**src/rtl/multicycle_control.sv**
```systemverilog
// Main control FSM for the multicycle datapath: sequences fetch, decode, execute,
// memory and write-back steps, stalls on mem_ready and latches an illegal-opcode flag.
module multicycle_control #(
    parameter logic [5:0] OP_RTYPE = 6'b000000,
    parameter logic [5:0] OP_LW    = 6'b100011,
    parameter logic [5:0] OP_SW    = 6'b101011,
    parameter logic [5:0] OP_J     = 6'b000010
) (
    input  logic       clk,
    input  logic       rst,
    input  logic [5:0] opcode,
    input  logic       mem_ready,
    output logic [2:0] alu_op,
    output logic       alu_src_a,
    output logic [1:0] alu_src_b,
    output logic [1:0] pc_source,
    output logic       pc_write,
    output logic       ir_write,
    output logic       mem_read,
    output logic       mem_write,
    output logic       reg_write,
    output logic       iord,
    output logic       reg_dst,
    output logic       mem_to_reg,
    output logic       illegal,
    output logic [3:0] state
);

    typedef enum logic [3:0] {
        S_FETCH  = 4'd0,
        S_DECODE = 4'd1,
        S_EXEC_R = 4'd2,
        S_WB_R   = 4'd3,
        S_ADDR   = 4'd4,
        S_MEM_RD = 4'd5,
        S_WB_MEM = 4'd6,
        S_MEM_WR = 4'd7,
        S_JUMP   = 4'd8
    } state_e;

    localparam logic [2:0] ALU_ADD = 3'b000;
    localparam logic [2:0] ALU_R   = 3'b010;
    localparam logic [2:0] ALU_J   = 3'b011;

    state_e state_q, state_d;
    logic   illegal_q, illegal_d;

    always_ff @(posedge clk) begin
        if (rst) begin
            state_q   <= S_FETCH;
            illegal_q <= 1'b0;
        end else begin
            state_q   <= state_d;
            illegal_q <= illegal_d;
        end
    end

    always_comb begin
        state_d    = S_FETCH;
        illegal_d  = illegal_q;
        alu_op     = ALU_ADD;
        alu_src_a  = 1'b0;
        alu_src_b  = 2'b00;
        pc_source  = 2'b00;
        pc_write   = 1'b0;
        ir_write   = 1'b0;
        mem_read   = 1'b0;
        mem_write  = 1'b0;
        reg_write  = 1'b0;
        iord       = 1'b0;
        reg_dst    = 1'b0;
        mem_to_reg = 1'b0;

        case (state_q)
            S_FETCH: begin
                mem_read  = 1'b1;
                alu_src_b = 2'b01;
                // IR load and PC+4 commit only in the cycle memory delivers.
                ir_write  = mem_ready;
                pc_write  = mem_ready;
                state_d   = mem_ready ? S_DECODE : S_FETCH;
            end
            S_DECODE: begin
                if (opcode == OP_RTYPE)                     state_d = S_EXEC_R;
                else if (opcode == OP_LW || opcode == OP_SW) state_d = S_ADDR;
                else if (opcode == OP_J)                    state_d = S_JUMP;
                else begin
                    state_d   = S_FETCH;
                    illegal_d = 1'b1;
                end
            end
            S_EXEC_R: begin
                alu_src_a = 1'b1;
                alu_op    = ALU_R;
                state_d   = S_WB_R;
            end
            S_WB_R: begin
                reg_write = 1'b1;
                reg_dst   = 1'b1;
                state_d   = S_FETCH;
            end
            S_ADDR: begin
                alu_src_a = 1'b1;
                alu_src_b = 2'b10;
                if (opcode == OP_LW)      state_d = S_MEM_RD;
                else if (opcode == OP_SW) state_d = S_MEM_WR;
                else                      state_d = S_FETCH;
            end
            S_MEM_RD: begin
                mem_read = 1'b1;
                iord     = 1'b1;
                state_d  = mem_ready ? S_WB_MEM : S_MEM_RD;
            end
            S_WB_MEM: begin
                reg_write  = 1'b1;
                mem_to_reg = 1'b1;
                state_d    = S_FETCH;
            end
            S_MEM_WR: begin
                mem_write = 1'b1;
                iord      = 1'b1;
                state_d   = mem_ready ? S_FETCH : S_MEM_WR;
            end
            S_JUMP: begin
                pc_write  = 1'b1;
                pc_source = 2'b10;
                alu_op    = ALU_J;
                state_d   = S_FETCH;
            end
            default: state_d = S_FETCH;
        endcase

        // Reset dominates: no strobe may reach memory or state elements while rst is high.
        if (rst) begin
            alu_op     = 3'b000;
            alu_src_a  = 1'b0;
            alu_src_b  = 2'b00;
            pc_source  = 2'b00;
            pc_write   = 1'b0;
            ir_write   = 1'b0;
            mem_read   = 1'b0;
            mem_write  = 1'b0;
            reg_write  = 1'b0;
            iord       = 1'b0;
            reg_dst    = 1'b0;
            mem_to_reg = 1'b0;
        end
    end

    assign illegal = illegal_q;
    assign state   = state_q;

endmodule

```
**config.mk**
```make
export PLATFORM = sky130hd
export DESIGN_NAME = multicycle_control
export DESIGN_NICKNAME = d
export VERILOG_FILES = /design/src/rtl/multicycle_control.sv
export SDC_FILE = /design/constraint.sdc
export NUM_CORES = 1
export LEC_CHECK = 0
export CAP_MARGIN = 30
export CELL_PAD_IN_SITES_DETAIL_PLACEMENT = 0
export CELL_PAD_IN_SITES_GLOBAL_PLACEMENT = 1
export CORE_MARGIN = 10
export CORE_UTILIZATION = 26
export DETAILED_ROUTE_END_ITERATION = 6
export PLACE_DENSITY_LB_ADDON = 0.1
export SKIP_CTS_REPAIR_TIMING = 1
export SLEW_MARGIN = 20
export SYNTH_ARGS = -nofsm -noshare
export SYNTH_HDL_FRONTEND = slang
export SYNTH_SLANG_ARGS = --single-unit
```
**constraint.sdc**
```tcl
create_clock -name clk -period 4.14 [get_ports clk]
set_clock_uncertainty 0.05 [all_clocks]
set_input_delay 0.621 -clock clk [delete_from_list [all_inputs] [get_ports clk]]
set_output_delay 0.621 -clock clk [all_outputs]
set_load 0.005 [all_outputs]
```
==> impl_metrics.ini <==
[run_status]
status = finished clean

[pwr]
leakage_uw = 0.0002787
ir_worst_vdd_v = 0.0001874
power_uw = 140.8
p_per_area_mw_per_mm2 = 181.5

[placed_design]
place.gp.congestion = 0.6930
place_inst = 109
port_buffers = 27
hpwlAfterDp_um = 1177
dp_slack_ns = 1.001

[global_routing]
track_usage = 0.07384
grt_start_max_net_pins = 17
grt_overflow = 0
antenna_found_initial = 0
grt_pass1_wl_um = 2456
grt_pass1_vias = 520

[setup_path]
critical_path_required_ns = 3.47
cp-end-kind = output pin
critPathKind = input port to output pin
arrival_ns = 2.45
path_max_fanout = 8
start_kind = input port

[clock_network]
cts_tree = built
cts_buffers = 3
clockBufferDepth = 2
root_buffer = clkbuf_4
clock_sinks = 5
clk_latency_ns = 0.24
htreeDepth = 1
clkTransAtPathRegs_ns = 0.04

[synthesis]
synth_top_area_share = 0.2051
yosysSeqAreaShare = 0.2051
syn-instance-count = 62
synth_top_cell_by_area = dfxtp_1
synth-seq-cells = 5
synthesis.area_sq_um = 488.0
syn_avg_cell_area_sq_um = 7.870
yosysWarnings = 0
synth_area_leaders = dfxtp_1 21%, nor2_1 5.4%, a211o_1 5.4%
synth_cell_type_count = 33

[final_layout]
final_cells = 113
syn_to_final_growth_pct = 58.97
final_nets = 98
diodes = 0
final_cell_mix = 27 x clkdlybuf4s50_1, 7 x nor2_1, 5 x dfxtp_1
drive_above_1_share = 0.1364
final_common_cell = clkdlybuf4s50_1

[floorplanning]
core_sq_mm = 0.001745
io_pins = 30
start_util = 0.2796
die_x_um = 63.32
fp-row-count = 15
die_h_um = 63.32
dieArea_sq_mm = 0.004009

[timing]
tightest_slew_ns = 0.6056
clock.fmax_mhz = 320.1
fin_ws_ns = 1.016
hold_viol_final = 0
min_period_ns = 3.124
max_slew_margin = 0.5957
setup_viol = 0
fin_setup_tns_ns = 0
period_share = 0.7547
holdWs_ns = 0.4259
rsz0062_at_grt = false
slew_viol_final = 0

[detailed_routing]
viasPerCell = 4.726
wirelength_um = 1497
wire_per_inst_um = 13.25
dr.pass1.iters = 4
drt_iter0_markers = 9
vias = 534
drc = 0
drtAntennaViolNets = 0

[flow_run]
cap_violations = 0

[hold_path]
hold_path_class = flop to flop
-- registers in the layout, indices dropped and copies added (netlist names) --
register and cells:
state 4, illegal 1
-- critical path, cell delays in order --
cell	delay [ns]
clkdlybuf4s50_1	0.55
or3_4	0.41
nor3b_1	0.24
or2_1	0.14
clkdlybuf4s50_1	0.49
-- path summary, 6_finish.rpt --
check        startpoint        to  slack (ns)  cells past startpoint
max                 rst  pc_write        1.02                      5
min             illegal   illegal        0.43                      2
max reg2reg    state[2]  state[1]        2.54                      4
min reg2reg     illegal   illegal        0.43                      2
-- kinds of logic (layout without fill, tap and decap cells) --
group           after synthesis  in the layout  share of synthesized area
flops                         5              5                     0.2051
buf+inv                       8             33                     0.1051
other cells                   1              2                   0.007685
compound gates                9              9                     0.1436
simple gates                 35             35                     0.4667
xor+xnor                      4              4                    0.07181
-- power by group --
group	total, uW	internal (uW)	switching [uW]	leakage, uW
combinational	31.7	19.2	12.4	0.000223
clock	56.8	36.5	20.3	0.0000150
sequential	52.3	49.8	2.55	0.0000407
-- metrics by stage --
| step | area, sq um | util |
|---|---|---|
| 2_1_floorplan | 491.7 | - |
| 3_3_place_gp | 749.5 | 0.4294 |
| 3_5_place_dp | 749.5 | 0.4294 |
| 4_1_cts | 775.7 | 0.4444 |
| 5_1_grt | 775.7 | 0.4444 |
| 6_report | 775.7 | 0.4444 |
-- layer usage --
metal | track usage | wire length (um)
met3 | 0.06360 | 186
met5 | 0 | 0
met4 | 0.008197 | 0
met2 | 0.1156 | 659
met1 | 0.07571 | 651
-- Yosys cell counts --
master    count
nor2_1        7
dfxtp_1       5
a211o_1       3
a31oi_1       3
buf_4         3
nand2_1       3
nor3_1        3
nor3b_1       3
xor2_1        3
and3_1        2
buf_2         2
nor3_2        2
nor4_1        2
or2_2         2
a21oi_1       1
a221oi_2      1
and2_2        1
buf_6         1
conb_1        1
inv_1         1
inv_2         1
nand2b_1      1
nand3b_1      1
nand4_1       1
nor2b_1       1
nor4_4        1
o21ai_0       1
or2_1         1
or3_1         1
or3_4         1
or3b_1        1
or4_1         1
xnor2_1       1
-- layout make-up --
class                      instances  area (sq um)
sequential                         5         100.1
clock buffer                       4         26.28
multi-input combinational         50         340.3
fill                             188         969.7
inverter                           2         7.507
timing repair buffer              27         270.3
tap                               25         31.28
Power figures use the tool's default switching activity.
